$ cat src/rtl/mac_quantizer.sv
`default_nettype none
// ============================================================================
// Module      : mac_quantizer
// Description : Output stage of the 32x32 MAC. Captures the signed
//               accumulator on a strobe, applies an arithmetic right shift
//               with round-half-up, saturates to OUT_WIDTH bits signed and
//               buffers results in a small FIFO drained over valid/ready.
//               Sampling is never back-pressured; results that find the
//               FIFO full are dropped and counted (saturating at 255).
// Revision    : 1.0 - initial release
// ----------------------------------------------------------------------------
// Ports:
//   clk        in   1            clock, all state on rising edge
//   rst_an     in   1            asynchronous active-low reset
//   acc_in     in   IN_WIDTH     signed accumulator value
//   sample     in   1            capture acc_in/shift this cycle
//   shift      in   SHIFT_WIDTH  unsigned right-shift amount
//   out_data   out  OUT_WIDTH    quantized result at FIFO head
//   out_sat    out  1            head entry was saturated
//   out_valid  out  1            FIFO non-empty
//   out_ready  in   1            consumer accepts head
//   drop_count out  8            results dropped on full FIFO (saturating)
// ============================================================================
module mac_quantizer #(
    parameter int IN_WIDTH    = 64,
    parameter int OUT_WIDTH   = 32,
    parameter int SHIFT_WIDTH = 6,
    parameter int FIFO_DEPTH  = 4
) (
    input  logic                   clk,
    input  logic                   rst_an,
    input  logic [IN_WIDTH-1:0]    acc_in,
    input  logic                   sample,
    input  logic [SHIFT_WIDTH-1:0] shift,
    output logic [OUT_WIDTH-1:0]   out_data,
    output logic                   out_sat,
    output logic                   out_valid,
    input  logic                   out_ready,
    output logic [7:0]             drop_count
);

    // ------------------------------------------------------------------------
    // Derived constants
    // ------------------------------------------------------------------------
    // One extra bit of headroom so adding the rounding constant to the most
    // positive accumulator value cannot wrap.
    localparam int EXT_W   = IN_WIDTH + 1;
    localparam int PTR_W   = (FIFO_DEPTH > 1) ? $clog2(FIFO_DEPTH) : 1;
    localparam int CNT_W   = PTR_W + 1;
    localparam int ENTRY_W = OUT_WIDTH + 1;

    localparam logic [EXT_W-1:0]        EXT_ONE   = {{IN_WIDTH{1'b0}}, 1'b1};
    localparam logic signed [EXT_W-1:0] SAT_MAX   = (EXT_ONE << (OUT_WIDTH - 1)) - EXT_ONE;
    localparam logic signed [EXT_W-1:0] SAT_MIN   = ~SAT_MAX;
    localparam logic [OUT_WIDTH-1:0]    OUT_MAX   = {1'b0, {(OUT_WIDTH-1){1'b1}}};
    localparam logic [OUT_WIDTH-1:0]    OUT_MIN   = {1'b1, {(OUT_WIDTH-1){1'b0}}};
    localparam logic [SHIFT_WIDTH-1:0]  SHIFT_ONE = {{(SHIFT_WIDTH-1){1'b0}}, 1'b1};
    localparam logic [SHIFT_WIDTH-1:0]  SHIFT_ZERO = '0;
    localparam logic [PTR_W-1:0]        PTR_ONE   = PTR_W'(1);
    localparam logic [CNT_W-1:0]        CNT_ONE   = CNT_W'(1);
    localparam logic [CNT_W-1:0]        CNT_ZERO  = '0;
    localparam logic [CNT_W-1:0]        CNT_FULL  = CNT_W'(FIFO_DEPTH);
    localparam logic [7:0]              DROP_MAX  = 8'hFF;

    // ------------------------------------------------------------------------
    // Stage 1: capture
    // ------------------------------------------------------------------------
    logic                   r_s1_valid;
    logic [IN_WIDTH-1:0]    r_s1_acc;
    logic [SHIFT_WIDTH-1:0] r_s1_shift;

    always_ff @(posedge clk or negedge rst_an) begin
        if (!rst_an) begin
            r_s1_valid <= 1'b0;
            r_s1_acc   <= '0;
            r_s1_shift <= '0;
        end else begin
            r_s1_valid <= sample;
            if (sample) begin
                r_s1_acc   <= acc_in;
                r_s1_shift <= shift;
            end
        end
    end

    // ------------------------------------------------------------------------
    // Stage 2 datapath: round half toward +inf, then saturate
    // ------------------------------------------------------------------------
    logic signed [EXT_W-1:0] w_ext;
    logic signed [EXT_W-1:0] w_round;
    logic signed [EXT_W-1:0] w_sum;
    logic signed [EXT_W-1:0] w_shifted;
    logic [OUT_WIDTH-1:0]    w_q_data;
    logic                    w_q_sat;

    always_comb begin
        w_ext = {r_s1_acc[IN_WIDTH-1], r_s1_acc};
        // Half an LSB of the shifted result; a zero shift passes through.
        if (r_s1_shift == SHIFT_ZERO) begin
            w_round = '0;
        end else begin
            w_round = EXT_ONE << (r_s1_shift - SHIFT_ONE);
        end
        w_sum     = w_ext + w_round;
        w_shifted = w_sum >>> r_s1_shift;
    end

    always_comb begin
        w_q_data = w_shifted[OUT_WIDTH-1:0];
        w_q_sat  = 1'b0;
        if (w_shifted > SAT_MAX) begin
            w_q_data = OUT_MAX;
            w_q_sat  = 1'b1;
        end else if (w_shifted < SAT_MIN) begin
            w_q_data = OUT_MIN;
            w_q_sat  = 1'b1;
        end
    end

    logic                 r_s2_valid;
    logic [OUT_WIDTH-1:0] r_s2_data;
    logic                 r_s2_sat;

    always_ff @(posedge clk or negedge rst_an) begin
        if (!rst_an) begin
            r_s2_valid <= 1'b0;
            r_s2_data  <= '0;
            r_s2_sat   <= 1'b0;
        end else begin
            r_s2_valid <= r_s1_valid;
            if (r_s1_valid) begin
                r_s2_data <= w_q_data;
                r_s2_sat  <= w_q_sat;
            end
        end
    end

    // ------------------------------------------------------------------------
    // Output FIFO
    // ------------------------------------------------------------------------
    logic [ENTRY_W-1:0] r_mem [FIFO_DEPTH];
    logic [PTR_W-1:0]   r_wr_ptr;
    logic [PTR_W-1:0]   r_rd_ptr;
    logic [CNT_W-1:0]   r_count;
    logic [7:0]         r_drop_count;

    logic w_full;
    logic w_pop;
    logic w_push;
    logic w_drop;

    assign out_valid = (r_count != CNT_ZERO);
    assign w_full    = (r_count == CNT_FULL);
    assign w_pop     = out_valid & out_ready;
    // A pop on the same edge frees the slot, so a full FIFO still accepts.
    assign w_push    = r_s2_valid & (~w_full | w_pop);
    assign w_drop    = r_s2_valid & w_full & ~w_pop;

    always_ff @(posedge clk or negedge rst_an) begin
        if (!rst_an) begin
            for (int i = 0; i < FIFO_DEPTH; i++) begin
                r_mem[i] <= '0;
            end
            r_wr_ptr <= '0;
            r_rd_ptr <= '0;
            r_count  <= '0;
        end else begin
            if (w_push) begin
                r_mem[r_wr_ptr] <= {r_s2_data, r_s2_sat};
                r_wr_ptr        <= r_wr_ptr + PTR_ONE;
            end
            if (w_pop) begin
                r_rd_ptr <= r_rd_ptr + PTR_ONE;
            end
            case ({w_push, w_pop})
                2'b10:   r_count <= r_count + CNT_ONE;
                2'b01:   r_count <= r_count - CNT_ONE;
                default: r_count <= r_count;
            endcase
        end
    end

    always_ff @(posedge clk or negedge rst_an) begin
        if (!rst_an) begin
            r_drop_count <= '0;
        end else if (w_drop && (r_drop_count != DROP_MAX)) begin
            r_drop_count <= r_drop_count + 8'd1;
        end
    end

    // Head entry is presented directly; when empty it is a don't-care.
    assign {out_data, out_sat} = r_mem[r_rd_ptr];
    assign drop_count          = r_drop_count;

endmodule
`default_nettype wire
$ cat config.mk
export PLATFORM = sky130hd
export DESIGN_NAME = mac_quantizer
export DESIGN_NICKNAME = d
export VERILOG_FILES = /design/src/rtl/mac_quantizer.sv
export SDC_FILE = /design/constraint.sdc
export NUM_CORES = 1
export LEC_CHECK = 0
export BUFFER_PORTS_ARGS = -buffer_cell sky130_fd_sc_hd__buf_2
export CORE_MARGIN = 1
export CORE_UTILIZATION = 55
export CTS_BUF_LIST = sky130_fd_sc_hd__clkbuf_8
export DETAILED_ROUTE_END_ITERATION = 8
export PLACE_DENSITY = 0.73
export SETUP_SLACK_MARGIN = 0.1
export SYNTH_ARGS = -nofsm -noshare
export SYNTH_HDL_FRONTEND = slang
export SYNTH_SLANG_ARGS = --single-unit
$ cat constraint.sdc
create_clock -name clk -period 9 [get_ports clk]
set_input_delay 0.45 -clock clk [delete_from_list [all_inputs] [get_ports clk]]
set_output_delay 0.45 -clock clk [all_outputs]
set_load 0.05 [all_outputs]
==> results.rst, run 1 <==
.. list-table::
   :header-rows: 1

   * - Metric
     - Value
   * - Worst VDD drop
     - 0.000171 V
   * - First-pass GRT wire length
     - 133000 microns
   * - Met3 wire length
     - 9180 microns
   * - Horizontal die dimension
     - 203 microns
   * - DP Cell Count
     - 3041
   * - Bufs on Longest Clock Path
     - 3
   * - Fmax
     - 0.125 GHz
   * - Gate count after technology mapping
     - 2526
   * - Worst reg2reg path startpoint
     - r_s1_shift[2]
   * - Setup Crit Path Kind
     - flip-flop to flip-flop
   * - Clock latency on the worst-skew pair
     - 0.64 ns
   * - Clock tree from TritonCTS
     - yes
   * - Max-cap viol count
     - 0
   * - Final HPWL from detailed placement
     - 67400 microns
   * - Number of buffers created by CTS
     - 43
   * - Outcome
     - complete, no violations
   * - H-tree level count
     - 2
   * - Layout cells sized above 1
     - 23.2%
   * - Unrepaired setup endpoints after global routing
     - false
   * - Global placer's final weighted congestion
     - 1.08
   * - Final worst path period need
     - 7.98 ns
   * - Proportion of synthesized area in mux cells
     - 18.9%
   * - Fillers
     - 3517
   * - Post-synthesis share of cell area spent on full adders, half adders and majority gates
     - 4.12%
   * - Die ar.
     - 41200 sq um
   * - Final Max Tran Viols
     - 0
   * - Highest fanout seen on the critical path
     - 40
   * - Worst slew margin relative to its limit
     - 20.7%
   * - Clock sinks
     - 252
   * - First-pass DRT Iterations
     - 6
   * - Setup slack of the worst register-to-register path
     - 1.02 ns
   * - Synth Flop Type
     - dfrtp_1
   * - Vias after detailed routing
     - 22461
   * - Clock Tree Root
     - clkbuf_8
   * - WP data required
     - 9.48 ns
   * - Clock tree skew after final layout
     - 0.0495 ns
   * - Effective utilization at floorplan
     - 55.8%
   * - Power density over the cells
     - 228 nW/um^2
   * - ANT nets after route
     - 0
   * - Post-synthesis cell area
     - 22200 sq um
   * - Synthesized-area fraction occupied by and/or/nand/nor cells
     - 18.3%
   * - Number of nets in the synthesized netlist
     - 2672
   * - Met1 layer wirelength in the final routing
     - 33600 microns
   * - Vias in the first global route
     - 21737
   * - Post-synthesis compound-gate area fraction
     - 23.5%
   * - Count of state elements after synthesis
     - 252
   * - GR Util All Layers
     - 42.6%
   * - Syn_area_per_cell
     - 8.79 sq um
   * - Aggregate routed wire length
     - 88500 microns
   * - Final standard cell count with taps included and fillers excluded
     - 3118
   * - Final setup TNS
     - 0 ns
   * - First-iteration detailed-routing DRC count
     - 3092
   * - Cells on worst reg2reg path
     - 20
   * - Area of the multi-input gates
     - 14900 sq um
   * - Main combinational cell family by area after synthesis
     - compound AO/OA/AOI/OAI gates
   * - Capturing element type of the critical path
     - flip-flop
   * - Hold Crit Depth
     - 2
   * - XOR/XNOR Fraction of Synth Area
     - 2.31%
   * - Proportion of register bits with asynchronous set or reset after synthesis
     - 100%
   * - Clock transition at the register clock pins on the worst setup and hold paths after CTS
     - 0.07 ns
   * - I/O pin count
     - 116
   * - Setup Fix Bufs, Post-CTS
     - 0
   * - Number of enable-type register cells in the synthesized netlist
     - 0
   * - Register area share after synthesis
     - 28.4%
   * - Startpoint of the lowest-slack hold path
     - acc_in[5]
   * - Remaining Overflow, GRT
     - 0
   * - Tightest Pin Transition
     - 1.16 ns
   * - Area used by sequential logic in the layout
     - 6310 sq um
   * - Final period util
     - 88.7%
   * - Number of remaining DRC errors
     - 0
   * - Worst hold path endpoint
     - r_s1_acc[5]
   * - Crit start category
     - flip-flop
   * - Worst EP arrival
     - 8.46 ns
   * - Routed wirelength normalized by instance count
     - 28.4 microns
   * - Nets
     - 2708
   * - Yosys Warn Count
     - 0
   * - Static Leakage
     - 0.00937 uW
   * - Row Count
     - 73
   * - Class of the worst hold path
     - input port to flip-flop
   * - Standard cell core area
     - 39800 sq um
   * - Drt via density
     - 7.20
   * - Terminus of the critical flop-to-flop path
     - r_s2_data[11]
   * - Length of routed met2 wiring
     - 39600 microns
   * - Number of I/O port buffers
     - 115
   * - Final setup fails
     - 0
   * - Final hold violation count
     - 0
   * - Initial antenna violation count
     - 1
   * - Largest net degree at the start of global routing
     - 110
   * - Uppermost layer routed
     - met4
   * - Number of distinct library cells after synthesis
     - 116
   * - Vertical extent of the die
     - 203 microns
   * - Post-synthesis to final-layout area growth
     - 8.16%
[metal layers]
metal / vias to the layer above / GRT usage (%)
li1: 9743 / -
met1: 10892 / 53.4
met2: 1441 / 67.1
met3: 385 / 9.07
met4: 0 / 26.5
met5: - / 0
[critical path: stages, from the launching register on]
cell and delay (ns):
dfrtp_2 0.90, nand2_1 0.83, nor3_1 0.43, ha_1 0.39
a21oi_1 0.27, o21ai_1 0.20, a32oi_1 0.54, nand2_1 0.14
nor4_1 0.71, a2111oi_0 0.16, buf_4 0.21, a21oi_1 0.55
mux2_2 0.37, o211a_1 0.25, o22ai_1 0.11, a211oi_1 0.69
nor4b_1 0.12, and4b_1 0.24, buf_4 0.21, or2_2 0.35
o2bb2ai_1 0.14
[cell families (layout without fill, tap and decap cells)]
family	after synthesis	after routing
other	1	2
AND/OR/NAND/NOR	824	824
multiplexers	337	337
XOR/XNOR	57	57
adder cells (fa/ha/maj)	72	72
flip-flops	252	252
AO/OA/AOI/OAI	755	755
buffers and inverters	228	294
[sequential cells by signal (all words and copies together), names as in the netlist]
name and cells:
r_s1_shift 6, r_s2_valid 1, r_s1_acc 64, r_s1_valid 1, r_s2_sat 1, r_s2_data 32
r_mem 132, r_count 3, drop_count 8, r_wr_ptr 2, r_rd_ptr 2
[cells in the mapped netlist, drive strengths merged (8+ instances only)]
library cell,number,share of area [%]
a2111oi,9,0.50
mux2,217,11
inv,28,0.47
a221oi,19,0.86
and3,26,0.73
buf,101,2.2
or3,12,0.36
o32ai,8,0.35
a21o,24,0.81
nand4,72,2.2
o211ai,40,1.4
a211o,12,0.47
and4,10,0.39
dfrtp,252,28
a211oi,67,2.3
nand2b,9,0.25
a22oi,14,0.47
o21ai,150,3.5
and2,18,0.51
mux2i,75,3.4
nor2,229,3.9
nand2,216,3.6
a21boi,8,0.30
xnor2,27,1.1
nor3,108,2.6
nor4,22,0.74
o2bb2ai,10,0.39
a21oi,189,4.3
a31oi,8,0.23
o22ai,27,0.76
o221ai,18,0.85
o21a,30,1.0
ha,70,3.9
o311ai,9,0.35
mux4,45,4.6
clkbuf,97,1.7
o2111ai,9,0.35
nand3,50,1.1
xor2,30,1.3
o21bai,12,0.42
or2,18,0.51
o31ai,11,0.39
[timing repair]
item                                   CTS  global route
endpoints found under the hold margin  107             0
hold buffers                             1             0
resized for setup                        0             0
[through the flow]
stage          power (uW)  hold WS [ns]  utilization (%)  instance area [sq um]  setup WS (ns)
4_1_cts              5440        0.0103             60.3                  24000           1.51
3_3_place_gp         4280         0.463             58.2                  23200           1.60
3_5_place_dp         4400         0.484             58.2                  23200           1.59
2_1_floorplan        3630         0.154                -                  22200           2.73
5_1_grt              5720        0.0439             60.3                  24000          0.830
6_report             5480        0.0335             60.3                  24000           1.02
[placed cells by master, fill, tap and decap left out, types with 50 or more instances in the layout]
| master | count |
|---|---|
| nor3_1 | 105 |
| buf_2 | 113 |
| mux2_2 | 217 |
| o21ai_0 | 105 |
| mux2i_1 | 75 |
| a21oi_1 | 186 |
| nand2_1 | 216 |
| clkbuf_8 | 53 |
| nand4_1 | 68 |
| nand3_1 | 50 |
| dfrtp_1 | 245 |
| nor2_1 | 225 |
| buf_4 | 73 |
| a211oi_1 | 64 |
| ha_1 | 70 |
[where the power goes]
group	internal [uW]	switching, uW
Clock	532	489
Combinational	1010	1720
Sequential	1470	259
Total	3010	2470
[how the worst max path moves through the flow]
stage	cells after the start	endpoint	start	slack, ns
3_5_place_dp	21	r_s2_data[27]	r_s1_shift[1]	1.59
2_1_floorplan	26	r_s2_data[20]	r_s1_shift[3]	2.73
6_report	20	r_s2_data[11]	r_s1_shift[2]	1.02
3_3_place_gp	18	r_s2_data[27]	r_s1_shift[2]	1.60
5_1_grt	22	r_s2_data[20]	r_s1_shift[1]	0.83
4_1_cts	21	r_s2_data[15]	r_s1_shift[1]	1.51
[final cells by class]
cell class	instances	share of cell area [%]
antenna	1	0.0104
clock buffer	53	3.04
clock inverter	22	0.458
inverter	30	0.469
multi-input combinational	2046	62.2
sequential	252	26.3
tap	525	2.73
timing repair buffer	189	4.82
No activity file was read; power rests on OpenSTA's default activity.
==> run 2: changes to the inputs <==
--- a/config.mk
+++ b/config.mk
@@ -5,6 +5,7 @@
 export SDC_FILE = /design/constraint.sdc
 export NUM_CORES = 1
 export LEC_CHECK = 0
+export ABC_AREA = 1
 export BUFFER_PORTS_ARGS = -buffer_cell sky130_fd_sc_hd__buf_2
 export CORE_MARGIN = 1
 export CORE_UTILIZATION = 55
==> results.rst, run 2 <==
.. list-table::
   :header-rows: 1

   * - Metric
     - Value
   * - Bufs on Longest Clock Path
     - 3
   * - Instance count on the critical path
     - 36
   * - Commonest non-fill, non-tap cell in the layout
     - nand2_1
   * - Most frequent cell on the critical path
     - nand2_1
   * - Leading cell types in the layout, fill and taps excluded
     - nand2_1 (1098), nand3_1 (579), inv_1 (418)
   * - First-iteration detailed-routing DRC count
     - 2881
   * - Gate count after technology mapping
     - 3527
   * - Final setup TNS
     - 0 ns
   * - Layout cells sized above 1
     - 14.9%
   * - Vias after detailed routing
     - 23969
   * - Post-layout power
     - 5560 uW
   * - Tightest Pin Transition
     - 1.08 ns
   * - Final hold violation count
     - 0
   * - Worst reg2reg path startpoint
     - r_s1_shift[3]
   * - Yosys Warn Count
     - 0
   * - WP data required
     - 9.53 ns
   * - Clock latency on the worst-skew pair
     - 0.62 ns
   * - CP delay by family, top
     - simple AND/OR/NAND/NOR gates
   * - Syn_area_per_cell
     - 6.44 sq um
   * - Worst path slowest cell
     - nand2_1
   * - I/O pin count
     - 116
   * - Largest net degree at the start of global routing
     - 102
   * - Internal power contribution
     - 2940 uW
   * - Number of nets in the synthesized netlist
     - 3673
   * - Row Count
     - 74
   * - Nets
     - 3707
   * - Fmax
     - 0.142 GHz
   * - Count of state elements after synthesis
     - 252
   * - Largest register FFs
     - 132
   * - Drt via density
     - 5.82
   * - Antenna cells
     - 0
   * - Class of the worst hold path
     - input port to flip-flop
   * - Yosys top cell area share
     - 27.8%
   * - Effective utilization at floorplan
     - 55.7%
   * - Initial antenna violation count
     - 0
   * - Crit-path max cell delay
     - 0.52 ns
   * - Routed wirelength normalized by instance count
     - 19.5 microns
   * - Most frequent cell after synthesis
     - nand2_1
   * - Clock Tree Root
     - clkbuf_8
   * - Clock tree from TritonCTS
     - yes
   * - Final period util
     - 78.2%
   * - Capturing element type of the critical path
     - flip-flop
   * - Remaining Overflow, GRT
     - 0
   * - Worst slew margin relative to its limit
     - 27.8%
   * - Clock sinks
     - 252
   * - Register area share after synthesis
     - 27.8%
   * - Die ar.
     - 42100 sq um
   * - Aggregate routed wire length
     - 80200 microns
   * - Setup Crit Path Kind
     - flip-flop to flip-flop
   * - Number of buffers created by CTS
     - 43
   * - Final HPWL from detailed placement
     - 62800 microns
   * - Number of remaining DRC errors
     - 0
   * - Post-synthesis cell area
     - 22700 sq um
   * - Final Max Tran Viols
     - 0
   * - GR Util All Layers
     - 38.4%
   * - Startpoint of the lowest-slack hold path
     - acc_in[1]
   * - Standard cell core area
     - 40700 sq um
   * - Proportion of register bits with asynchronous set or reset after synthesis
     - 100%
   * - Power density over the cells
     - 228 nW/um^2
   * - H-tree level count
     - 2
   * - Worst VDD drop
     - 0.000225 V
   * - Setup crit start
     - r_s1_shift[3]
   * - Number of distinct library cells after synthesis
     - 49
   * - Final worst path period need
     - 7.04 ns
   * - Terminus of the critical flop-to-flop path
     - r_s2_data[0]
   * - Combinational share of power
     - 50.2%
   * - Worst setup path end
     - r_s2_data[0]
   * - Post-synthesis to final-layout area growth
     - 7.30%
   * - First-pass DRT Iterations
     - 6
   * - Part of the total power dissipated in the clock network
     - 18.5%
   * - Horizontal die dimension
     - 205 microns
   * - Vias in the first global route
     - 22551
   * - First-pass GRT wire length
     - 125000 microns
   * - Final setup fails
     - 0
   * - Number of I/O port buffers
     - 115
   * - Highest fanout seen on the critical path
     - 35
   * - Worst hold margin
     - 0.0587 ns
   * - ANT nets after route
     - 0
   * - Outcome
     - complete, no violations
   * - Number of cells upsized or downsized after cts
     - 0
   * - Clock transition at the register clock pins on the worst setup and hold paths after CTS
     - 0.06 ns
   * - Critical path buffers and inverters
     - 8
   * - Core utilization of the finished layout
     - 59.8%
   * - Unrepaired setup endpoints after global routing
     - false
   * - Top reg by flops
     - r_mem
   * - Static Leakage
     - 0.0126 uW
   * - Crit start category
     - flip-flop
   * - Net Sw Frac
     - 47.1%
   * - Max-cap viol count
     - 0
   * - Synth Flop Type
     - dfrtp_1
   * - Largest registers ranked by flip-flop count
     - r_mem (132), r_s1_acc (64), r_s2_data (32)
   * - Switching Power
     - 2620 uW
   * - Clock tree skew after final layout
     - 0.0219 ns
   * - Setup slack of the worst register-to-register path
     - 1.96 ns
   * - Relative contribution of sequential cells to total power
     - 31.3%
   * - Most instantiated cells after synthesis
     - nand2_1 (1098), nand3_1 (579), inv_1 (405), nor2_1 (311), dfrtp_1 (252)
   * - Cell types occupying the most area after synthesis
     - dfrtp_1 (28%), nand2_1 (18%), nand3_1 (13%)
   * - Most area-hungry cell type in the Yosys netlist
     - dfrtp_1
   * - Number of enable-type register cells in the synthesized netlist
     - 0
   * - Global placer's final weighted congestion
     - 1.14
   * - Cells on worst reg2reg path
     - 36
   * - Vertical extent of the die
     - 205 microns
   * - Worst EP arrival
     - 7.57 ns
==> run 2: cell types whose count changed after synthesis, sizes merged, moves of 38 or more <==
cell    change
nand3     +546
a21oi      -76
o21ai      -42
inv       +391
mux4       -45
nand2     +915
mux2i      -73
nand4      -54
a211oi     -66
nor2      +109
buf        -38
nor3       -94
==> run 2: kinds of logic after synthesis <==
group | after synthesis | share of synthesized area, %
buf+inv | 580 | 9.93
xor+xnor | 34 | 1.31
mux | 197 | 9.76
compound gates | 262 | 6.56
flops | 252 | 27.8
other cells | 1 | 0.0165
fa+ha+maj | 72 | 4.03
simple gates | 2129 | 40.6
==> run 2: how the worst min path moves through the flow <==
stage                     to  cells after the start
2_1_floorplan  drop_count[0]                      0
3_3_place_gp      r_s2_valid                      0
3_5_place_dp      r_s2_valid                      0
4_1_cts         r_s1_acc[51]                      2
5_1_grt         r_s1_acc[11]                      2
6_report         r_s1_acc[1]                      3
==> run 2: layout make-up <==
class	count	area [sq um]
fillers	4042	16400
well taps	532	666
clock buffers	48	661
clock inverters	23	178
multi-input cells	2695	14200
inverters	429	1620
repair buffers	140	776
flip-flops and latches	252	6310
==> run 2: per-stage QoR <==
stage | cells | area, sq um | setup slack (ns)
after floorplan | 3527 | 22700 | 4.06
after global placement | 4047 | 23500 | 2.31
after detailed placement | 4047 | 23500 | 2.19
after CTS | 4119 | 24400 | 2.17
after global routing | 4119 | 24400 | 1.42
final | 4119 | 24400 | 1.96
==> run 2: timing repair <==
item,4_1_cts,5_1_grt
setup buffers,0,0
hold endpoints to repair,99,0
hold buffers,1,0
endpoints found under the setup margin,0,0
==> run 2: power groups by stage <==
| stage | logic (uW) | clock network (uW) | registers, uW |
|---|---|---|---|
| floorplan | 2090 | 0 | 1680 |
| global placement | 2710 | 0 | 1720 |
| detailed placement | 2760 | 0 | 1750 |
| CTS | 2770 | 1050 | 1730 |
| global route | 3020 | 1100 | 1780 |
| finish | 2790 | 1030 | 1740 |
==> run 2: metal layers <==
metal / routed length [microns] / up-vias / GRT usage [%]
li1: - / 11427 / -
met1: 34400 / 11179 / 51.8
met2: 35700 / 1177 / 61.6
met3: 7190 / 186 / 6.76
met4: 2900 / 0 / 14.0
met5: 0 / - / 0
==> run 2: worst register-to-register path, delay by kind of cell, from the launching register on <==
kind,cells,cell delay [ns]
AOI/OAI and AO/OA,2,0.65
adders and majority gates,2,0.61
buffers and inverters,8,1.41
DFF,1,0.41
and+or+nand+nor,24,3.91
